**src/rtl/mem_access_stage_if.sv**
```systemverilog
// Signal bundle between the memory stage, the execute stage, data memory and writeback.
// The slave view belongs to the stage; the master view belongs to its environment.
interface mem_access_stage_if;
  logic        in_valid;
  logic        in_is_load;
  logic        in_is_store;
  logic [31:0] in_addr;
  logic [31:0] in_wdata;
  logic [2:0]  in_func3;
  logic [4:0]  in_rd;
  logic        stall;

  logic        dmem_req;
  logic        dmem_we;
  logic [31:0] dmem_addr;
  logic [3:0]  dmem_be;
  logic [31:0] dmem_wdata;
  logic        dmem_ack;
  logic [31:0] dmem_rdata;

  logic        out_valid;
  logic [31:0] out_data;
  logic [4:0]  out_rd;
  logic        out_err;

  modport slave (
    input  in_valid, in_is_load, in_is_store, in_addr, in_wdata, in_func3, in_rd,
    input  dmem_ack, dmem_rdata,
    output stall,
    output dmem_req, dmem_we, dmem_addr, dmem_be, dmem_wdata,
    output out_valid, out_data, out_rd, out_err
  );

  modport master (
    output in_valid, in_is_load, in_is_store, in_addr, in_wdata, in_func3, in_rd,
    output dmem_ack, dmem_rdata,
    input  stall,
    input  dmem_req, dmem_we, dmem_addr, dmem_be, dmem_wdata,
    input  out_valid, out_data, out_rd, out_err
  );
endinterface

```
**src/rtl/mem_access_stage.sv**
```systemverilog
// Memory access pipeline stage: forwards ALU results, runs one req/ack data-memory
// transaction per aligned load/store, and reports misaligned or timed-out accesses.
module mem_access_stage #(
  parameter int unsigned TIMEOUT = 255,
  parameter int unsigned CNT_W   = 16
) (
  input  logic              CLK,
  input  logic              RST_N,
  mem_access_stage_if.slave bus
);

  typedef enum logic {
    IDLE = 1'b0,
    WAIT = 1'b1
  } state_e;

  localparam logic [CNT_W-1:0] CNT_LAST = CNT_W'(TIMEOUT - 1);

  state_e           state_q, state_d;
  logic [CNT_W-1:0] cnt_q, cnt_d;

  logic             req_q, req_d;
  logic             we_q, we_d;
  logic [31:0]      addr_q, addr_d;
  logic [3:0]       be_q, be_d;
  logic [31:0]      wdata_q, wdata_d;

  logic             ld_q, ld_d;
  logic [1:0]       off_q, off_d;
  logic [2:0]       f3_q, f3_d;
  logic [4:0]       rd_q, rd_d;

  logic             out_valid_q, out_valid_d;
  logic [31:0]      out_data_q, out_data_d;
  logic [4:0]       out_rd_q, out_rd_d;
  logic             out_err_q, out_err_d;

  logic             is_mem;
  logic             misaligned;
  logic             stall_c;
  logic [3:0]       be_c;
  logic [31:0]      wdata_c;
  logic [31:0]      rshift;
  logic [31:0]      load_data;

  assign is_mem = bus.in_is_load | bus.in_is_store;

  // Size code 11 is not a legal RISC-V width; it is handled like a word.
  always_comb begin
    misaligned = 1'b0;
    be_c       = 4'hF;
    wdata_c    = bus.in_wdata;
    case (bus.in_func3[1:0])
      2'b00: begin
        be_c    = 4'b0001 << bus.in_addr[1:0];
        wdata_c = {4{bus.in_wdata[7:0]}};
      end
      2'b01: begin
        misaligned = bus.in_addr[0];
        be_c       = 4'b0011 << bus.in_addr[1:0];
        wdata_c    = {2{bus.in_wdata[15:0]}};
      end
      default: misaligned = |bus.in_addr[1:0];
    endcase
  end

  // Read word is shifted so the addressed lane lands in bits [7:0] / [15:0].
  assign rshift = bus.dmem_rdata >> {off_q, 3'b000};

  always_comb begin
    load_data = rshift;
    case (f3_q[1:0])
      2'b00:   load_data = {{24{~f3_q[2] & rshift[7]}},  rshift[7:0]};
      2'b01:   load_data = {{16{~f3_q[2] & rshift[15]}}, rshift[15:0]};
      default: load_data = rshift;
    endcase
  end

  // NOTE: every _d takes its _q value first so no path leaves a latch behind.
  always_comb begin
    state_d     = state_q;
    cnt_d       = cnt_q;
    req_d       = req_q;
    we_d        = we_q;
    addr_d      = addr_q;
    be_d        = be_q;
    wdata_d     = wdata_q;
    ld_d        = ld_q;
    off_d       = off_q;
    f3_d        = f3_q;
    rd_d        = rd_q;
    out_valid_d = 1'b0;
    out_data_d  = out_data_q;
    out_rd_d    = out_rd_q;
    out_err_d   = out_err_q;
    stall_c     = 1'b0;

    case (state_q)
      IDLE: begin
        if (bus.in_valid) begin
          if (!is_mem) begin
            out_valid_d = 1'b1;
            out_data_d  = bus.in_addr;
            out_rd_d    = bus.in_rd;
            out_err_d   = 1'b0;
          end else if (misaligned) begin
            out_valid_d = 1'b1;
            out_data_d  = 32'h0;
            out_rd_d    = bus.in_rd;
            out_err_d   = 1'b1;
          end else begin
            stall_c = 1'b1;
            state_d = WAIT;
            cnt_d   = '0;
            req_d   = 1'b1;
            we_d    = ~bus.in_is_load;
            addr_d  = {bus.in_addr[31:2], 2'b00};
            be_d    = be_c;
            wdata_d = wdata_c;
            ld_d    = bus.in_is_load;
            off_d   = bus.in_addr[1:0];
            f3_d    = bus.in_func3;
            rd_d    = bus.in_rd;
          end
        end
      end

      WAIT: begin
        if (bus.dmem_ack) begin
          state_d     = IDLE;
          req_d       = 1'b0;
          out_valid_d = 1'b1;
          out_data_d  = ld_q ? load_data : 32'h0;
          out_rd_d    = rd_q;
          out_err_d   = 1'b0;
        end else begin
          stall_c = 1'b1;
          if (cnt_q == CNT_LAST) begin
            state_d     = IDLE;
            req_d       = 1'b0;
            out_valid_d = 1'b1;
            out_data_d  = 32'h0;
            out_rd_d    = rd_q;
            out_err_d   = 1'b1;
          end else begin
            cnt_d = cnt_q + CNT_W'(1);
          end
        end
      end

      default: state_d = IDLE;
    endcase
  end

  // NOTE: non-blocking assignments make every register sample the same pre-edge values.
  always_ff @(posedge CLK) begin
    if (!RST_N) begin
      state_q     <= IDLE;
      cnt_q       <= '0;
      req_q       <= 1'b0;
      we_q        <= 1'b0;
      addr_q      <= 32'h0;
      be_q        <= 4'h0;
      wdata_q     <= 32'h0;
      ld_q        <= 1'b0;
      off_q       <= 2'b00;
      f3_q        <= 3'b000;
      rd_q        <= 5'd0;
      out_valid_q <= 1'b0;
      out_data_q  <= 32'h0;
      out_rd_q    <= 5'd0;
      out_err_q   <= 1'b0;
    end else begin
      state_q     <= state_d;
      cnt_q       <= cnt_d;
      req_q       <= req_d;
      we_q        <= we_d;
      addr_q      <= addr_d;
      be_q        <= be_d;
      wdata_q     <= wdata_d;
      ld_q        <= ld_d;
      off_q       <= off_d;
      f3_q        <= f3_d;
      rd_q        <= rd_d;
      out_valid_q <= out_valid_d;
      out_data_q  <= out_data_d;
      out_rd_q    <= out_rd_d;
      out_err_q   <= out_err_d;
    end
  end

  assign bus.stall      = stall_c;
  assign bus.dmem_req   = req_q;
  assign bus.dmem_we    = we_q;
  assign bus.dmem_addr  = addr_q;
  assign bus.dmem_be    = be_q;
  assign bus.dmem_wdata = wdata_q;
  assign bus.out_valid  = out_valid_q;
  assign bus.out_data   = out_data_q;
  assign bus.out_rd     = out_rd_q;
  assign bus.out_err    = out_err_q;

endmodule

```
**src/flat_wrapper.sv**
```systemverilog
// flat-port wrapper written by rule: the top's interface ports become plain ports
module mem_access_stage_flat 
#(
  parameter int unsigned TIMEOUT = 255,
  parameter int unsigned CNT_W   = 16
)
  (CLK, RST_N, bus_in_valid, bus_in_is_load, bus_in_is_store, bus_in_addr, bus_in_wdata, bus_in_func3, bus_in_rd, bus_dmem_ack, bus_dmem_rdata, bus_stall, bus_dmem_req, bus_dmem_we, bus_dmem_addr, bus_dmem_be, bus_dmem_wdata, bus_out_valid, bus_out_data, bus_out_rd, bus_out_err);
  mem_access_stage_if bus_i ();
  input  logic CLK;
  input  logic RST_N;
  input wire logic [$bits(bus_i.in_valid)-1:0] bus_in_valid;
  input wire logic [$bits(bus_i.in_is_load)-1:0] bus_in_is_load;
  input wire logic [$bits(bus_i.in_is_store)-1:0] bus_in_is_store;
  input wire logic [$bits(bus_i.in_addr)-1:0] bus_in_addr;
  input wire logic [$bits(bus_i.in_wdata)-1:0] bus_in_wdata;
  input wire logic [$bits(bus_i.in_func3)-1:0] bus_in_func3;
  input wire logic [$bits(bus_i.in_rd)-1:0] bus_in_rd;
  input wire logic [$bits(bus_i.dmem_ack)-1:0] bus_dmem_ack;
  input wire logic [$bits(bus_i.dmem_rdata)-1:0] bus_dmem_rdata;
  output wire logic [$bits(bus_i.stall)-1:0] bus_stall;
  output wire logic [$bits(bus_i.dmem_req)-1:0] bus_dmem_req;
  output wire logic [$bits(bus_i.dmem_we)-1:0] bus_dmem_we;
  output wire logic [$bits(bus_i.dmem_addr)-1:0] bus_dmem_addr;
  output wire logic [$bits(bus_i.dmem_be)-1:0] bus_dmem_be;
  output wire logic [$bits(bus_i.dmem_wdata)-1:0] bus_dmem_wdata;
  output wire logic [$bits(bus_i.out_valid)-1:0] bus_out_valid;
  output wire logic [$bits(bus_i.out_data)-1:0] bus_out_data;
  output wire logic [$bits(bus_i.out_rd)-1:0] bus_out_rd;
  output wire logic [$bits(bus_i.out_err)-1:0] bus_out_err;
  assign bus_i.in_valid = bus_in_valid;
  assign bus_i.in_is_load = bus_in_is_load;
  assign bus_i.in_is_store = bus_in_is_store;
  assign bus_i.in_addr = bus_in_addr;
  assign bus_i.in_wdata = bus_in_wdata;
  assign bus_i.in_func3 = bus_in_func3;
  assign bus_i.in_rd = bus_in_rd;
  assign bus_i.dmem_ack = bus_dmem_ack;
  assign bus_i.dmem_rdata = bus_dmem_rdata;
  assign bus_stall = bus_i.stall;
  assign bus_dmem_req = bus_i.dmem_req;
  assign bus_dmem_we = bus_i.dmem_we;
  assign bus_dmem_addr = bus_i.dmem_addr;
  assign bus_dmem_be = bus_i.dmem_be;
  assign bus_dmem_wdata = bus_i.dmem_wdata;
  assign bus_out_valid = bus_i.out_valid;
  assign bus_out_data = bus_i.out_data;
  assign bus_out_rd = bus_i.out_rd;
  assign bus_out_err = bus_i.out_err;
  mem_access_stage #(.TIMEOUT(TIMEOUT), .CNT_W(CNT_W)) u_core (.CLK(CLK), .RST_N(RST_N), .bus(bus_i));
endmodule
```
**config.mk**
```make
export PLATFORM = sky130hd
export DESIGN_NAME = mem_access_stage_flat
export DESIGN_NICKNAME = d
export VERILOG_FILES = /design/src/rtl/mem_access_stage_if.sv /design/src/rtl/mem_access_stage.sv /design/src/flat_wrapper.sv
export SDC_FILE = /design/constraint.sdc
export NUM_CORES = 1
export LEC_CHECK = 0
export BUFFER_PORTS_ARGS = -buffer_cell sky130_fd_sc_hd__buf_4
export CORE_UTILIZATION = 56
export CTS_BUF_LIST = sky130_fd_sc_hd__clkbuf_4
export DETAILED_ROUTE_END_ITERATION = 16
export GPL_ROUTABILITY_DRIVEN = 0
export HOLD_SLACK_MARGIN = 0.06
export PLACE_DENSITY = 0.88
export SLEW_MARGIN = 20
export SYNTH_ARGS = -nofsm -noshare
export SYNTH_HDL_FRONTEND = slang
export SYNTH_SLANG_ARGS = --single-unit
export TNS_END_PERCENT = 50
```
**constraint.sdc**
```tcl
create_clock -name CLK -period 4.3 [get_ports CLK]
set_input_delay 0.645 -clock CLK [delete_from_list [all_inputs] [get_ports CLK]]
set_output_delay 0.645 -clock CLK [all_outputs]
set_load 0.1 [all_outputs]
```
; Word-level counts from Yosys, hierarchy flattened
; Index checks and enable logic that the tools add are counted.
; W data, S select, Z words.
[totals]
ff_bits = 135
input_bits = 110
output_inout_bits = 110
[op_classes]
addsub = 1
eq_ne = 10
n_shift = 3
mux = 49
bitwise_logic = 7
n_reduce_logical = 7
[ops]
columns = operator, n
row1 = $mux W32, 6
row2 = $pmux W32 S2, 3
row3 = $mux W16, 5
row4 = $pmux W16 S2, 1
row5 = $shr A32 B5 Y32, 1
row6 = $mux W5, 5
row7 = $mux W1, 21
row8 = $add A16 B1 Y16 const B, 1
row9 = $eq A16 B8 Y1 const B, 1
row10 = $pmux W1 S2, 6
row11 = $pmux W5 S2, 1
row12 = $ne A2 B2 Y1 const B, 4
row13 = $pmux W4 S2, 1
row14 = $reduce_and A4 Y1, 2
row15 = $ne A3 B3 Y1 const B, 2
row16 = $reduce_and A5 Y1, 1
row17 = $eq A2 B1 Y1 const B, 2
row18 = $logic_not A2 Y1, 2
row19 = $not A1 Y1, 4
row20 = $shl A1 B2 Y4 const A, 1
row21 = $shl A2 B2 Y4 const A, 1
row22 = $reduce_and A3 Y1, 1
row23 = $and A1 B1 Y1, 2
row24 = $ne A2 B1 Y1 const B, 1
row25 = other kinds (2), 2

; Depth between registers and ports, before layout
[logic_depth]
word_depth = 6
depth_mapped = 9

; Worst setup path after synthesis
; OpenSTA, ideal clock, no wires.
[synth_timing]
path_type = input to output
startpoint = input port bus_in_addr[1]
endpoint = output port bus_stall
arrival_ns = 2.372
required_ns = 3.655
path_slack_ns = 1.283
cell_stages = 6
path_buffers = 3
path_cell_list = buf_2 -> a22o_1 -> or3b_1 -> buf_6 -> clkbuf_1 -> nand2_1
[synth_between]
elab_chain_len = 6
[synth_rtl]
columns = element, line
row1 = from (decl), flat_wrapper.sv:14  ; input wire logic [$bits(bus_i.in_addr)-1:0] bus_in_addr;
row2 = $reduce_or A2 Y1, mem_access_stage.sv:63  ; default: misaligned = |bus.in_addr[1:0];
row3 = $pmux W1 S2, mem_access_stage.sv:53  ; case (bus.in_func3[1:0])
row4 = $mux W1, mem_access_stage.sv:106  ; end else if (misaligned) begin
row5 = $mux W1, mem_access_stage.sv:101  ; if (!is_mem) begin
row6 = $mux W1, mem_access_stage.sv:100  ; if (bus.in_valid) begin
row7 = $pmux W1 S2, mem_access_stage.sv:98  ; case (state_q)
row8 = to (decl), flat_wrapper.sv:20  ; output wire logic [$bits(bus_i.stall)-1:0] bus_stall;
; Every way passes these cells.

; Worst setup path after layout
[layout_timing]
startpoint = register u_core.state_q
endpoint = output port bus_stall
[layout_between]
elab_chain_len = 2
[layout_rtl]
columns = element, line
row1 = from (decl), mem_access_stage.sv:19  ; state_e state_q, state_d;
row2 = from (signal assigned), mem_access_stage.sv:174  ; state_q <= state_d;
row3 = $not A1 Y1 (no line), --
row4 = $pmux W1 S2 (*), mem_access_stage.sv:98
; Every way passes the cells marked *; elsewhere a longest branch is shown, timed or not.

==> results_tabular.tex <==
\begin{tabular}{lr}
\hline
Metric & Value \\
\hline
\multicolumn{2}{l}{\textbf{Status}} \\
\quad Result of the run & finished clean \\
\multicolumn{2}{l}{\textbf{STA}} \\
\quad Upper clock frequency limit & 0.3618 GHz \\
\quad Setup TNS & 0 ps \\
\quad Worst path setup slack after routing & 1536 ps \\
\quad Worst hold slack & 345.4 ps \\
\quad Total setup violations reported at the end of the flow & 0 \\
\quad Remaining max-slew budget at the tightest pin & 0.3389 \\
\quad Slew at the pin closest to its max-slew limit & 990.2 ps \\
\quad Hold Fails Final Rpt & 0 \\
\quad Fin Clk Skew & 24.36 ps \\
\quad Tmin final & 2764 ps \\
\quad Unrepaired setup endpoints after global routing & false \\
\quad Part of the cycle the worst path needs & 0.6428 \\
\quad Number of slew-limit violations in the final report & 0 \\
\multicolumn{2}{l}{\textbf{Global routing}} \\
\quad Largest net degree at the start of global routing & 83 \\
\quad Global-route wire length before repair & 28860 um \\
\quad Total routing resource utilization after global routing & 0.3227 \\
\quad Congestion Overflow GR & 0 \\
\quad Antenna violations before repair & 0 \\
\quad Vias in the first global route & 5821 \\
\multicolumn{2}{l}{\textbf{Pwr}} \\
\quad Combinational share of power & 0.310 \\
\quad Pwr dens & 409.6 nW/um2 \\
\quad Reported leakage power & 3.294 nW \\
\quad Net Sw Frac & 0.4003 \\
\quad Max IR drop VDD & 0.0002421 V \\
\quad Sequential cell fraction of total power & 0.416 \\
\quad Proportion of power drawn by the clock network & 0.274 \\
\quad Internal power & 1.983 mW \\
\quad Psw & 1.324 mW \\
\multicolumn{2}{l}{\textbf{Clocking}} \\
\quad Skew-Pair Late Insertion Delay & 540 ps \\
\quad Post-CTS Setup Inserts & 0 \\
\quad Clk sink count & 135 \\
\quad H-tree depth & 4 \\
\quad Buffer type at the clock tree root & sky130\_fd\_sc\_hd\_\_clkbuf\_4 \\
\quad Post-CTS Hold Buffers & 0 \\
\quad Clock Path Buffers & 2 \\
\quad Inserted Clock Buffers & 17 \\
\quad CTS tree & yes \\
\quad Post-CTS resize count & 0 \\
\quad Clock transition time at the flip-flop clock pins of the worst setup and hold paths & 130 ps \\
\multicolumn{2}{l}{\textbf{Floorplan}} \\
\quad Total core area & 10790 um2 \\
\quad Starting density of the core & 0.5742 \\
\quad Full die area & 11490 um2 \\
\quad FP Rows & 38 \\
\quad Vert. Die Dim & 107.2 um \\
\quad IO Pins & 220 \\
\quad Die Span X & 107.2 um \\
\multicolumn{2}{l}{\textbf{Setup path}} \\
\quad Path type of the worst setup path & register to output port \\
\quad Critical Path Stages & 4 \\
\quad Number of buffer and inverter instances along the worst setup path & 1 \\
\quad Arrival time reported for the critical path endpoint & 2120 ps \\
\quad Startpoint type of the worst setup path & register \\
\quad CP delay by family, top & simple AND/OR/NAND/NOR gates \\
\quad End of the worst register-to-register path & u\_core.bus.out\_data[29] \\
\quad Startpoint of the worst-slack reg-to-reg timing path & u\_core.state\_q \\
\quad Origin of the worst setup path & u\_core.state\_q \\
\quad Highest fanout seen on the critical path & 13 \\
\quad Sort of element at the end of the critical path & output port \\
\quad Worst-case reg-to-reg path depth & 4 \\
\quad Data required, critical path & 3650 ps \\
\quad Crit path largest cell delay & 510 ps \\
\quad Slack of the worst reg-to-reg path & 1650 ps \\
\quad Critical path cell sequence & nor2b\_1 -> or3b\_2 -> nand2\_1 -> buf\_4 \\
\quad Crit path capture & bus\_stall \\
\quad Cell with the largest stage delay on the worst path & sky130\_fd\_sc\_hd\_\_dfxtp\_1 \\
\multicolumn{2}{l}{\textbf{Synthesis}} \\
\quad Post-synthesis sequential element count & 135 \\
\quad Fraction of synthesis flops using an asynchronous set or reset pin & 0 \\
\quad Portion of the post-synthesis area used by sequential elements & 0.4361 \\
\quad Post-synthesis instance area & 6197 um2 \\
\quad Number of instances in the synthesized netlist & 760 \\
\quad Netlist cell types & 58 \\
\quad Synthesized area divided by synthesized cell count & 8.154 um2 \\
\quad Synth warnings & 0 \\
\quad Top\_reg\_cell synth & sky130\_fd\_sc\_hd\_\_dfxtp\_1 \\
\quad Count of flip-flops with a built-in enable after synthesis & 0 \\
\multicolumn{2}{l}{\textbf{Placement}} \\
\quad Port Buffer Count & 217 \\
\quad HPWL after DPL & 13250 um \\
\quad Placement-stage worst setup slack & 1492 ps \\
\quad Area after DPL & 7755 um2 \\
\multicolumn{2}{l}{\textbf{Drt}} \\
\quad Wire per inst & 16.95 um \\
\quad Iteration count of the initial detailed-routing pass & 5 \\
\quad Number of DRC violations after detailed routing & 0 \\
\quad Number of design-rule violations left by the first detailed-router iteration & 435 \\
\quad Via Count & 6210 \\
\quad ANT nets after route & 0 \\
\quad Final Routed Wirelength & 18470 um \\
\quad DR vias/cell & 5.697 \\
\multicolumn{2}{l}{\textbf{Final layout}} \\
\quad Area of combinational cells with multiple inputs & 3151 um2 \\
\quad Final-stage net count & 1049 \\
\quad Fill cell total of the finished layout & 847 \\
\quad Ant diodes & 0 \\
\quad Register area & 2703 um2 \\
\quad Commonest non-fill, non-tap cells in the layout & 223 x sky130\_fd\_sc\_hd\_\_buf\_4, 148 x sky130\_fd\_sc\_hd\_\_nand2\_1, 135 x sky130\_fd\_sc\_hd\_\_dfxtp\_1, 98 x sky130\_fd\_sc\_hd\_\_a21oi\_1, 61 x sky130\_fd\_sc\_hd\_\_nor2\_1 \\
\quad Share of cells above drive strength 1 & 0.2874 \\
\quad Final non-filler cell area & 8073 um2 \\
\quad Commonest non-fill, non-tap cell in the layout & sky130\_fd\_sc\_hd\_\_buf\_4 \\
\quad Area Growth Syn to Fin & 30.26\% \\
\multicolumn{2}{l}{\textbf{Worst hold path}} \\
\quad Type of the most critical hold path & input pin to register \\
\multicolumn{2}{l}{\textbf{Flow run}} \\
\quad Max Cap Violations & 0 \\
\hline
\end{tabular}
==> per-stage QoR <==
stage	total power [mW]	cells	util
2_1_floorplan	2.155	761	-
3_3_place_gp	2.409	1058	0.7185
3_5_place_dp	2.420	1058	0.7185
4_1_cts	3.306	1090	0.7468
5_1_grt	3.421	1090	0.7480
6_report	3.307	1090	0.7480
==> power by group through the flow <==
stage	clock [mW]	sequential [mW]	combinational (mW)
2_1_floorplan	0	1.89	0.262
3_3_place_gp	0	1.40	1.01
3_5_place_dp	0	1.40	1.02
4_1_cts	0.912	1.37	1.02
5_1_grt	0.968	1.38	1.07
6_report	0.907	1.37	1.02
==> metal layers <==
metal  up-vias  wire (um)  global-route usage
li1       3022          -                   -
met1      2889       7424              0.3932
met5         -          0                   0
met3        34       1636             0.09058
met4         0        410              0.1204
met2       265       9003              0.5401
==> cells in the mapped netlist, types with 3 or more instances <==
cell	n	area (um2)
sky130_fd_sc_hd__inv_1	12	45.04
sky130_fd_sc_hd__o221ai_1	7	61.31
sky130_fd_sc_hd__buf_1	6	22.52
sky130_fd_sc_hd__and3_1	3	18.77
sky130_fd_sc_hd__buf_4	5	37.54
sky130_fd_sc_hd__dfxtp_1	135	2703
sky130_fd_sc_hd__a22oi_1	9	67.56
sky130_fd_sc_hd__o21ai_0	46	230.2
sky130_fd_sc_hd__a211oi_1	17	127.6
sky130_fd_sc_hd__nor3_1	11	55.05
sky130_fd_sc_hd__nand2b_1	3	18.77
sky130_fd_sc_hd__buf_2	20	100.1
sky130_fd_sc_hd__a211oi_2	4	50.05
sky130_fd_sc_hd__nor2_1	61	229.0
sky130_fd_sc_hd__mux2i_1	41	410.4
sky130_fd_sc_hd__a32oi_1	14	122.6
sky130_fd_sc_hd__nand3_1	5	25.02
sky130_fd_sc_hd__nor4_1	5	31.28
sky130_fd_sc_hd__a311oi_1	9	78.83
sky130_fd_sc_hd__and2_1	3	18.77
sky130_fd_sc_hd__or3_1	3	18.77
sky130_fd_sc_hd__xor2_1	5	43.79
sky130_fd_sc_hd__nand4_1	5	31.28
sky130_fd_sc_hd__a211o_1	7	61.31
sky130_fd_sc_hd__clkbuf_1	30	112.6
sky130_fd_sc_hd__nand2_1	148	555.5
sky130_fd_sc_hd__a21oi_1	98	490.5
sky130_fd_sc_hd__xnor2_1	6	52.55
sky130_fd_sc_hd__nor2b_1	9	56.30
==> worst reg2reg max path, stage by stage (launching register included) <==
cell	delay [ps]
sky130_fd_sc_hd__dfxtp_1	700
sky130_fd_sc_hd__and3_1	720
sky130_fd_sc_hd__nor4bb_2	770
sky130_fd_sc_hd__a22oi_1	210
sky130_fd_sc_hd__a21oi_1	190
==> sequential cells by signal, summed over array words and instances, names as in the netlist, 2 cells and up <==
signal and cells:
u_core.bus.dmem_addr 30, u_core.bus.dmem_be 4, u_core.bus.dmem_wdata 32, u_core.bus.out_data 32
u_core.bus.out_rd 5, u_core.cnt_q 16, u_core.f3_q 3, u_core.off_q 2
u_core.rd_q 5
==> cells by family (layout without fill, tap and decap cells) <==
group | count (synthesis) | count (layout) | synth area share
compound gates | 219 | 219 | 0.2215
xor+xnor | 11 | 11 | 0.01555
fa+ha+maj | 2 | 2 | 0.004037
buf+inv | 79 | 268 | 0.05996
flops | 135 | 135 | 0.4361
mux | 41 | 41 | 0.06622
other cells | 1 | 2 | 0.0006051
simple gates | 272 | 272 | 0.1960
==> layout make-up <==
| type | instances | share of cell area |
|---|---|---|
| Multi-Input combinational cell | 547 | 0.3903 |
| Sequential cell | 135 | 0.3348 |
| Timing Repair Buffer | 224 | 0.2099 |
| Clock inverter | 15 | 0.02201 |
| Tap cell | 140 | 0.02170 |
| Clock buffer | 17 | 0.01581 |
| Inverter | 12 | 0.005580 |
==> worst min path at each step <==
stage | from | end | slack [ps] | cells past startpoint
floorplan | u_core.ld_q | u_core.ld_q | 430 | 2
global placement | u_core.bus.dmem_wdata[5] | u_core.bus.dmem_wdata[5] | 440 | 2
detailed placement | u_core.rd_q[2] | u_core.rd_q[2] | 450 | 2
CTS | bus_in_addr[27] | u_core.bus.dmem_addr[27] | 330 | 3
global route | bus_in_addr[19] | u_core.bus.dmem_addr[19] | 320 | 3
finish | bus_in_addr[27] | u_core.bus.dmem_addr[27] | 350 | 3
No activity file was read; power rests on OpenSTA's default activity.
